$ cat config.mk
export PLATFORM = sky130hd
export DESIGN_NAME = rule_conf_bank
export DESIGN_NICKNAME = d
export VERILOG_FILES = /design/src/rtl/rule_conf_bank.sv
export SDC_FILE = /design/constraint.sdc
export NUM_CORES = 2
export LEC_CHECK = 0
export ABC_AREA = 1
export BUFFER_PORTS_ARGS = -buffer_cell sky130_fd_sc_hd__buf_2
export CAP_MARGIN = 15
export CELL_PAD_IN_SITES_DETAIL_PLACEMENT = 0
export CELL_PAD_IN_SITES_GLOBAL_PLACEMENT = 1
export CORE_ASPECT_RATIO = 0.5
export CORE_MARGIN = 2
export CORE_UTILIZATION = 46
export DETAILED_ROUTE_END_ITERATION = 7
export PLACE_DENSITY_LB_ADDON = 0.1
export SLEW_MARGIN = 30
export SYNTH_ARGS = -nofsm -noshare
export SYNTH_HDL_FRONTEND = slang
export SYNTH_SLANG_ARGS = --single-unit
$ cat constraint.sdc
create_clock -name i_clk -period 100.7 [get_ports i_clk]
set_clock_uncertainty 0.15 [all_clocks]
set_input_delay 0 -clock i_clk [delete_from_list [all_inputs] [get_ports i_clk]]
set_output_delay 0 -clock i_clk [all_outputs]
set_load 0.02 [all_outputs]
$ cat src/rtl/rule_conf_bank.sv
// Double-buffered per-stage type-rule configuration bank with register readback.
// A commit FSM copies shadow to active per stage, only while that stage reports idle.
module rule_conf_bank #(
    parameter int unsigned STAGE_NUM         = 4,
    parameter int unsigned RULE_NUM          = 8,
    parameter int unsigned TYPE_NUM          = 4,
    parameter int unsigned TYPE_WIDTH        = 16,
    parameter int unsigned TYPE_OFFSET_WIDTH = 8,
    parameter int unsigned KEY_FIELD_NUM     = 8,
    parameter int unsigned KEY_OFFSET_WIDTH  = 8,
    parameter int unsigned HEAD_SHIFT_WIDTH  = 8,
    parameter int unsigned META_SHIFT_WIDTH  = 8
) (
    input  logic                                                 i_clk,
    input  logic                                                 i_rst,
    input  logic                                                 i_rule_wren,
    input  logic [31:0]                                          i_rule_addr,
    input  logic [31:0]                                          i_rule_wdata,
    input  logic                                                 i_rule_rden,
    output logic [31:0]                                          o_rule_rdata,
    output logic                                                 o_rule_rvalid,
    input  logic [STAGE_NUM-1:0]                                 i_stage_idle,
    output logic [STAGE_NUM*RULE_NUM-1:0]                        o_typeRule_wren,
    output logic [STAGE_NUM-1:0]                                 o_rule_valid,
    output logic [STAGE_NUM*TYPE_NUM*TYPE_WIDTH-1:0]             o_type_data,
    output logic [STAGE_NUM*TYPE_NUM*TYPE_WIDTH-1:0]             o_type_mask,
    output logic [STAGE_NUM*TYPE_NUM*TYPE_OFFSET_WIDTH-1:0]      o_type_offset,
    output logic [STAGE_NUM*KEY_FIELD_NUM-1:0]                   o_key_offset_v,
    output logic [STAGE_NUM*KEY_FIELD_NUM*KEY_OFFSET_WIDTH-1:0]  o_key_offset,
    output logic [STAGE_NUM*HEAD_SHIFT_WIDTH-1:0]                o_head_shift,
    output logic [STAGE_NUM*META_SHIFT_WIDTH-1:0]                o_meta_shift,
    output logic                                                 o_commit_busy,
    output logic                                                 o_commit_done,
    output logic                                                 o_cmd_drop
);

    localparam int unsigned SW  = (STAGE_NUM > 1)     ? $clog2(STAGE_NUM)     : 1;
    localparam int unsigned RIW = (RULE_NUM > 1)      ? $clog2(RULE_NUM)      : 1;
    localparam int unsigned TIW = (TYPE_NUM > 1)      ? $clog2(TYPE_NUM)      : 1;
    localparam int unsigned KIW = (KEY_FIELD_NUM > 1) ? $clog2(KEY_FIELD_NUM) : 1;

    localparam logic [1:0] ST_IDLE = 2'd0;
    localparam logic [1:0] ST_WAIT = 2'd1;
    localparam logic [1:0] ST_DONE = 2'd2;

    logic [STAGE_NUM-1:0][TYPE_NUM-1:0][TYPE_WIDTH-1:0]             sh_tdata, ac_tdata;
    logic [STAGE_NUM-1:0][TYPE_NUM-1:0][TYPE_WIDTH-1:0]             sh_tmask, ac_tmask;
    logic [STAGE_NUM-1:0][TYPE_NUM-1:0][TYPE_OFFSET_WIDTH-1:0]      sh_toff, ac_toff;
    logic [STAGE_NUM-1:0][KEY_FIELD_NUM-1:0]                        sh_kv, ac_kv;
    logic [STAGE_NUM-1:0][KEY_FIELD_NUM-1:0][KEY_OFFSET_WIDTH-1:0]  sh_koff, ac_koff;
    logic [STAGE_NUM-1:0][HEAD_SHIFT_WIDTH-1:0]                     sh_hs, ac_hs;
    logic [STAGE_NUM-1:0][META_SHIFT_WIDTH-1:0]                     sh_ms, ac_ms;
    logic [STAGE_NUM-1:0][RULE_NUM-1:0]                             wren_q;
    logic [STAGE_NUM-1:0]                                           rvld_q;

    logic [1:0]           state_q, state_nxt;
    logic [STAGE_NUM-1:0] pend_q, pend_nxt, copy_c;
    logic                 busy_q, done_q, drop_q, rvalid_q;
    logic [31:0]          rdata_q, rdata_c;

    logic [2:0]     w_stage, w_type;
    logic [5:0]     w_idx;
    logic           rd_bank, stage_ok, idx_ok, wr_ok, drop_c, commit_req;
    logic [SW-1:0]  w_sidx;
    logic [RIW-1:0] w_ridx;
    logic [TIW-1:0] w_tidx;
    logic [KIW-1:0] w_kidx;

    logic unused_ok;
    assign unused_ok = ^{i_rule_addr[31:15], i_rule_addr[7:6]};

    // Address decode shared by the write and readback paths
    always_comb begin
        w_stage    = i_rule_addr[14:12];
        rd_bank    = i_rule_addr[11];
        w_type     = i_rule_addr[10:8];
        w_idx      = i_rule_addr[5:0];
        w_sidx     = w_stage[SW-1:0];
        w_ridx     = w_idx[RIW-1:0];
        w_tidx     = w_idx[TIW-1:0];
        w_kidx     = w_idx[KIW-1:0];
        stage_ok   = 32'(w_stage) < STAGE_NUM;
        idx_ok     = 1'b1;
        case (w_type)
            3'd0:       idx_ok = 32'(w_idx) < RULE_NUM;
            3'd1, 3'd2: idx_ok = 32'(w_idx) < TYPE_NUM;
            3'd3:       idx_ok = 32'(w_idx) < KEY_FIELD_NUM;
            3'd4, 3'd5: idx_ok = (w_idx == 6'd0);
            default:    idx_ok = 1'b1;
        endcase
        commit_req = i_rule_wren && (w_type == 3'd6) && (state_q == ST_IDLE);
        if (w_type == 3'd6) begin
            wr_ok = i_rule_wren && (state_q == ST_IDLE);
        end else begin
            wr_ok = i_rule_wren && stage_ok && idx_ok;
        end
        drop_c = i_rule_wren && !wr_ok;
    end

    // Commit FSM next-state logic
    always_comb begin
        state_nxt = state_q;
        pend_nxt  = pend_q;
        copy_c    = '0;
        case (state_q)
            ST_IDLE: begin
                if (commit_req) begin
                    pend_nxt  = i_rule_wdata[STAGE_NUM-1:0];
                    state_nxt = ST_WAIT;
                end
            end
            ST_WAIT: begin
                copy_c   = pend_q & i_stage_idle;
                pend_nxt = pend_q & ~copy_c;
                if (pend_nxt == '0) state_nxt = ST_DONE;
            end
            ST_DONE: state_nxt = ST_IDLE;
            default: state_nxt = ST_IDLE;
        endcase
    end

    always_ff @(posedge i_clk or posedge i_rst) begin
        if (i_rst) begin
            state_q <= ST_IDLE;
            pend_q  <= '0;
            busy_q  <= 1'b0;
            done_q  <= 1'b0;
        end else begin
            state_q <= state_nxt;
            pend_q  <= pend_nxt;
            busy_q  <= (state_nxt == ST_WAIT);
            done_q  <= (state_nxt == ST_DONE);
        end
    end

    // Shadow writes and per-stage shadow-to-active copy; copy sees pre-write shadow
    always_ff @(posedge i_clk or posedge i_rst) begin
        if (i_rst) begin
            sh_tdata <= '0; ac_tdata <= '0;
            sh_tmask <= '0; ac_tmask <= '0;
            sh_toff  <= '0; ac_toff  <= '0;
            sh_kv    <= '0; ac_kv    <= '0;
            sh_koff  <= '0; ac_koff  <= '0;
            sh_hs    <= '0; ac_hs    <= '0;
            sh_ms    <= '0; ac_ms    <= '0;
        end else begin
            for (int s = 0; s < STAGE_NUM; s++) begin
                if (copy_c[SW'(s)]) begin
                    ac_tdata[SW'(s)] <= sh_tdata[SW'(s)];
                    ac_tmask[SW'(s)] <= sh_tmask[SW'(s)];
                    ac_toff[SW'(s)]  <= sh_toff[SW'(s)];
                    ac_kv[SW'(s)]    <= sh_kv[SW'(s)];
                    ac_koff[SW'(s)]  <= sh_koff[SW'(s)];
                    ac_hs[SW'(s)]    <= sh_hs[SW'(s)];
                    ac_ms[SW'(s)]    <= sh_ms[SW'(s)];
                end
            end
            if (wr_ok) begin
                case (w_type)
                    3'd1: begin
                        sh_tdata[w_sidx][w_tidx] <= i_rule_wdata[16 +: TYPE_WIDTH];
                        sh_tmask[w_sidx][w_tidx] <= i_rule_wdata[0 +: TYPE_WIDTH];
                    end
                    3'd2: sh_toff[w_sidx][w_tidx] <= i_rule_wdata[0 +: TYPE_OFFSET_WIDTH];
                    3'd3: begin
                        sh_kv[w_sidx][w_kidx]   <= i_rule_wdata[16];
                        sh_koff[w_sidx][w_kidx] <= i_rule_wdata[0 +: KEY_OFFSET_WIDTH];
                    end
                    3'd4: sh_hs[w_sidx] <= i_rule_wdata[0 +: HEAD_SHIFT_WIDTH];
                    3'd5: sh_ms[w_sidx] <= i_rule_wdata[0 +: META_SHIFT_WIDTH];
                    3'd7: begin
                        sh_tdata[w_sidx] <= '0;
                        sh_tmask[w_sidx] <= '0;
                        sh_toff[w_sidx]  <= '0;
                        sh_kv[w_sidx]    <= '0;
                        sh_koff[w_sidx]  <= '0;
                        sh_hs[w_sidx]    <= '0;
                        sh_ms[w_sidx]    <= '0;
                    end
                    default: ;
                endcase
            end
        end
    end

    // Readback mux over the write layout; unknown targets read as zero
    always_comb begin
        rdata_c = '0;
        if (stage_ok && idx_ok) begin
            case (w_type)
                3'd0: rdata_c[0] = rvld_q[w_sidx];
                3'd1: begin
                    rdata_c[16 +: TYPE_WIDTH] = rd_bank ? ac_tdata[w_sidx][w_tidx] : sh_tdata[w_sidx][w_tidx];
                    rdata_c[0 +: TYPE_WIDTH]  = rd_bank ? ac_tmask[w_sidx][w_tidx] : sh_tmask[w_sidx][w_tidx];
                end
                3'd2: rdata_c[0 +: TYPE_OFFSET_WIDTH] = rd_bank ? ac_toff[w_sidx][w_tidx] : sh_toff[w_sidx][w_tidx];
                3'd3: begin
                    rdata_c[16] = rd_bank ? ac_kv[w_sidx][w_kidx] : sh_kv[w_sidx][w_kidx];
                    rdata_c[0 +: KEY_OFFSET_WIDTH] = rd_bank ? ac_koff[w_sidx][w_kidx] : sh_koff[w_sidx][w_kidx];
                end
                3'd4: rdata_c[0 +: HEAD_SHIFT_WIDTH] = rd_bank ? ac_hs[w_sidx] : sh_hs[w_sidx];
                3'd5: rdata_c[0 +: META_SHIFT_WIDTH] = rd_bank ? ac_ms[w_sidx] : sh_ms[w_sidx];
                default: rdata_c = '0;
            endcase
        end
    end

    // Rule pulses, drop pulse and readback response
    always_ff @(posedge i_clk or posedge i_rst) begin
        if (i_rst) begin
            wren_q   <= '0;
            rvld_q   <= '0;
            drop_q   <= 1'b0;
            rvalid_q <= 1'b0;
            rdata_q  <= '0;
        end else begin
            wren_q   <= '0;
            drop_q   <= drop_c;
            rvalid_q <= i_rule_rden;
            if (i_rule_rden) rdata_q <= rdata_c;
            if (wr_ok && (w_type == 3'd0)) begin
                wren_q[w_sidx][w_ridx] <= 1'b1;
                rvld_q[w_sidx]         <= i_rule_wdata[0];
            end
        end
    end

    assign o_typeRule_wren = wren_q;
    assign o_rule_valid    = rvld_q;
    assign o_type_data     = ac_tdata;
    assign o_type_mask     = ac_tmask;
    assign o_type_offset   = ac_toff;
    assign o_key_offset_v  = ac_kv;
    assign o_key_offset    = ac_koff;
    assign o_head_shift    = ac_hs;
    assign o_meta_shift    = ac_ms;
    assign o_commit_busy   = busy_q;
    assign o_commit_done   = done_q;
    assign o_cmd_drop      = drop_q;
    assign o_rule_rdata    = rdata_q;
    assign o_rule_rvalid   = rvalid_q;

endmodule

# Word-level counts from Yosys, hierarchy flattened
# Cells that the tools add are included.
# word_totals
rom_bits,0
inputBits,72
memories,0
word_cells,325
ram_bits,0
regBits,1566
latchBits,0
# op_classes
n_mul,0
n_lt_le_gt_ge,9
muxes,111
n_reduce_logical,31
div_mod_pow,0
n_addsub,0
bitwise_logic,13
shifts,0
eq_ne,11
# ops
cell,count
256-bit one-hot mux with 2 select lines,3
256-bit bitwise AND,3
64-bit binary-select mux with 2-bit select,6
256-bit bitwise mux,3
64-bit two-way mux,9
64-bit demux with 2-bit select,3
256-bit inverter,1
128-bit one-hot mux with 2 select lines,1
32-bit two-way mux,6
32-bit one-hot mux with 2 select lines,3
8-bit two-way mux,19
128-bit bitwise AND,1
16-bit binary-select mux with 2-bit select,4
32-bit binary-select mux with 2-bit select,2
8-bit binary-select mux with 2-bit select,8
128-bit bitwise mux,1
32-bit demux with 2-bit select,2
128-bit inverter,1
16-bit two-way mux,7
32-bit bitwise AND,3
32-bit bitwise mux,3
8-bit binary-select mux with 3-bit select,2
8-bit demux with 2-bit select,3
7-bit one-hot mux with 5 select lines,1
other kinds (41),80

# Logic depth before layout (Yosys ltp)
# depth
word_depth,8
ltp_mapped,18
depth_no_buf,15

# Least setup slack after synthesis
# OpenSTA, ideal clock, no wires.
# synth_path
path_kind,register to register
from,reg state_q[0]
to,"reg ac_koff, in the netlist o_key_offset[23]"
path_stages_with_launch,8
path_slack_ns,98.770
period_less_slack_ns,1.930
arrival_ns,1.648
path_buffers,3
path_cell_list,dfrtp_1 inv_1 nor2_1 nand3_1 clkbuf_1 clkbuf_1 clkbuf_1 a21oi_1
# synth_via
elab_chain_len,2
# synth_lines
item,line_no,source
from (decl),56,"logic [1:0] state_q, state_nxt;"
from (signal assigned),129,state_q <= state_nxt;
2-bit by 1-bit == test with 1-bit output,105,case (state_q)
2-bit two-way mux,105,
"to (signal, indexed assignment)",153,ac_koff[SW'(s)] <= sh_koff[SW'(s)];
to (decl),50,"logic [STAGE_NUM-1:0][KEY_FIELD_NUM-1:0][KEY_OFFSET_WIDTH-1:0] sh_koff, ac_koff;"
# No other way between the ends.
# A chain may end at the register's enable or synchronous reset.

# Worst setup path in the final report
# layout_path
from,in i_rule_addr[10]
to,reg sh_tdata[172] (netlist bit)
# layout_via
elab_chain_len,6
elab_cells_between_ends,17
classes_between,eq/ne: 7; mux: 3; reduce/logical: 7
# layout_lines
item,line_no,source
from (decl),17,"input logic [31:0] i_rule_addr,"
"3-bit == test, or another cell as far along",84,case (w_type)
"2-bit OR reduction, on equally long branches",n/a,
1-bit one-hot mux with 3 select lines,84,
1-bit logical AND,95,wr_ok = i_rule_wren && stage_ok && idx_ok;
1-bit two-way mux,92,if (w_type == 3'd6) begin
2-bit AND reduction (no line),n/a,
"to (signal, indexed assignment)",161,sh_tdata[w_sidx][w_tidx] <= i_rule_wdata[16 +: TYPE_WIDTH];
to (decl),46,"logic [STAGE_NUM-1:0][TYPE_NUM-1:0][TYPE_WIDTH-1:0] sh_tdata, ac_tdata;"
# Parallel ways exist; a longest one is shown, timed or not.

==> summary.md <==
| Metric | Value |
|---|---|
| Status | `complete, but fails checks` |
| Violated checks | `hold timing` |
| Final setup violating endpoints | `0` |
| Initial antenna violation count | `14` |
| Ys flop type | `dfrtp_1` |
| I/O pin total | `between 1000 and 1500` |
| Final period utilization | `0.0522` |
| Minimum clock period after layout | `5.25 ns` |
| Commonest cells in the netlist | `nand2_1 (2875), dfrtp_1 (1566), nor2_1 (1034)` |
| Fill cells | `approximately 18000` |
| DR vias | `approximately 78000` |
| Slew Viols, Final | `0` |
| Starting Density | `0.462` |
| Die area | `~0.18 mm²` |
| Seq cells post-synth | `around 1600` |
| Average wire per standard cell | `about 28 µm` |
| Worst setup EP type | `flip-flop` |
| CTS tree | `built` |
| Max VDD drop | `roughly 0.016 mV` |
| TritonRoute pass-1 iters | `7` |
| Port Buffers | `620` |
| Synth async-reset ratio | `1.00` |
| Worst-Margin Slew | `roughly 1.2 ns` |
| Overall Global Routing Usage | `0.391` |
| Vias in the first global route | `69900` |
| CTS Buf Count | `162` |
| Largest area contributor in the netlist | `dfrtp_1` |
| CP arrival | `5.80 ns` |
| Synth Instances | `10600` |
| Row cnt | `between 100 and 150` |
| Post-DRT Antenna Nets | `0` |
| DRC violations left | `0` |
| Later-pin clock latency in the skew report | `approximately 0.86 ns` |
| Tot Pwr | `1880 µW` |
| Worst-path fanout max | `64` |
| Initial drt markers | `~9700` |
| Congestion Overflow GR | `0` |
| Flop-to-flop setup slack | `between 90 and 100 ns` |
| Top-count cell post-synth | `nand2_1` |
| Post-synthesis sequential area ratio | `0.473` |
| Req. time, crit path | `101.25 ns` |
| Clock Sinks | `about 1600` |
| Slowest cell on crit path | `nor3_2` |
| Nets | `about 11000` |
| CP Cell Sequence | `dlygate4sd3_1, buf_2, nand4_1, nor3_2, o21bai_4, buf_4, buf_4, nand3_4, o21ai_1` |
| Hold Fails Final Rpt | `1` |
| Synth Cell Area | `between 0.08 and 0.09 mm²` |
| Layout area overhead | `9.98%` |
| RD Place Congestion | `0.982` |
| Reg area | `0.0392 mm²` |
| First-pass GRT wire length | `~520000 µm` |
| Unrepaired setup endpoints after global routing | `false` |
| Final setup TNS | `0 ns` |
| HPWL after detailed placement | `about 260000 µm` |
| WL final | `roughly 370000 µm` |
| Ranking of synthesized cells by area | `dfrtp_1 (47%), nand2_1 (13%), a21oi_1 (5.6%)` |
| Critical Path Most Common Cell | `buf_4` |
| Number of flops mapped to enable cells by yosys | `0` |
| Synth top area share | `0.473` |
| Synth unique cells | `between 40 and 50` |
| CTS resizes | `0` |
| WS Path Type | `in2reg` |
| Syn. warnings | `496` |
| Setup bufs post-CTS | `0` |
| PD cells | `roughly 21 mW/mm²` |
| Clock transition at the registers of the reported paths | `~0.070 ns` |
| Static leakage | `about 0.043 µW` |
| Die Span X | `~600 µm` |
| Worst min-delay path class | `in2reg` |
| Max-cap viol count | `0` |
| Final hold slack | `-0.00355 ns` |
| Max_slew headroom | `0.230` |
| Clk buf depth | `4` |
| Total core area | `about 0.18 mm²` |
| Largest net degree at the start of global routing | `144` |
| Max incr delay on CP | `just under 0.9 ns` |
| Die H | `304 µm` |
| Area taken by multi-input logic gates | `around 0.037 mm²` |
| Share of layout cells above drive strength 1 | `0.121` |
| # H-tree levels | `4` |
| Root Driver | `clkbuf_16` |
| Max Clk Rate | `roughly 0.19 GHz` |
| Startpoint type of the worst setup path | `input port` |
| Mapped Avg Cell Area | `a little under 8 µm²` |
| Routed vias/inst | `about 5.8` |
[layer usage]
metal,track usage,up-vias,wire length [µm]
met1,0.503,37900,141000
met2,0.593,4093,164000
met3,0.0730,1010,32000
li1,-,34600,-
met4,0.288,12,32700
met5,0,-,86
[layout make-up]
type	instances	area share
sequential	1566	0.430
multi-input combinational	7794	0.401
timing repair buffer	821	0.0543
clock buffer	223	0.0511
tap	2408	0.0331
inverter	554	0.0230
clock inverter	47	0.00734
antenna	6	0.000165
[metrics by stage]
| step | area [µm²] | worst slack, ns | cells | hold slack (ns) | utilization |
|---|---|---|---|---|---|
| floorplan | 84700 | 56.37 | 11100 | -0.119 | - |
| global placement | 85100 | 95.30 | 13100 | -0.0193 | 0.474 |
| detailed placement | 85200 | 95.27 | 13100 | -0.0179 | 0.475 |
| CTS | 91000 | 95.40 | 13400 | 0.00129 | 0.507 |
| global route | 91100 | 95.10 | 13400 | 0.0356 | 0.508 |
| finish | 91200 | 95.45 | 13400 | -0.00355 | 0.508 |
[worst paths after layout]
path / start / endpoint / cells after the start
max reg2reg: state_q[0] / sh_tdata[172] / 6
min reg2reg: o_rule_rdata[4] / o_rule_rdata[4] / 2
min in group asynchronous: i_rst / o_type_data[114] / 4
max: i_rule_addr[10] / sh_tdata[172] / 9
max in group asynchronous: i_rst / o_typeRule_wren[24] / 9
min: i_rule_wdata[12] / sh_tmask[124] / 5
[sequential cells by signal (all words and copies together) (netlist names), 16 cells and up]
| register | flops |
|---|---|
| sh_koff | 256 |
| sh_hs | 32 |
| sh_tdata | 256 |
| o_type_offset | 64 |
| o_meta_shift | 16 |
| o_type_data | 128 |
| sh_kv | 32 |
| sh_ms | 32 |
| sh_tmask | 256 |
| o_key_offset | 128 |
| o_typeRule_wren | 32 |
| o_rule_rdata | 32 |
| o_key_offset_v | 16 |
| o_type_mask | 128 |
| sh_toff | 128 |
| o_head_shift | 16 |
[placed cells by master, fill, tap and decap left out, types with 17 or more instances in the layout]
| cell | n |
|---|---|
| nand2_1 | 2861 |
| nand3b_1 | 19 |
| nand3_4 | 34 |
| nand4_1 | 47 |
| or2_2 | 17 |
| mux2_2 | 137 |
| o22ai_1 | 175 |
| inv_1 | 532 |
| o21ai_1 | 614 |
| nand3_2 | 22 |
| buf_4 | 129 |
| clkbuf_8 | 31 |
| o21ai_2 | 20 |
| clkinv_2 | 23 |
| nor2_4 | 21 |
| dlygate4sd3_1 | 52 |
| buf_2 | 617 |
| nor2_1 | 1019 |
| clkbuf_1 | 27 |
| a21oi_1 | 930 |
| nor2_2 | 19 |
| clkbuf_16 | 165 |
| nand3_1 | 147 |
| dfrtp_1 | 1566 |
| a22oi_1 | 357 |
| conb_1 | 496 |
| o21ai_0 | 765 |
| nor3_1 | 38 |
[worst max-delay path: cells and delay by family]
kind / cells / cell delay, ns
AND/OR/NAND/NOR: 3 / 2.38
buffers and inverters: 4 / 2.32
AO/OA/AOI/OAI: 2 / 0.93
[power breakdown]
group / internal, µW / switching [µW]
sequential: 720 / 89.3
clock: 363 / 276
combinational: 114 / 314
total: 1200 / 679
[kinds of logic after synthesis]
kind of cell           share of synthesized area
AOI/OAI and AO/OA                          0.190
and+or+nand+nor                            0.208
buffers and inverters                      0.111
muxes                                     0.0186
other                                  0.0000452
DFF                                        0.473
[repair_timing]
item / 4_1_cts / 5_1_grt
setup endpoints to repair: 0 / 0
hold endpoints to repair: 783 / 0
hold buffers: 52 / 0
(Power assumes the default switching activity.)
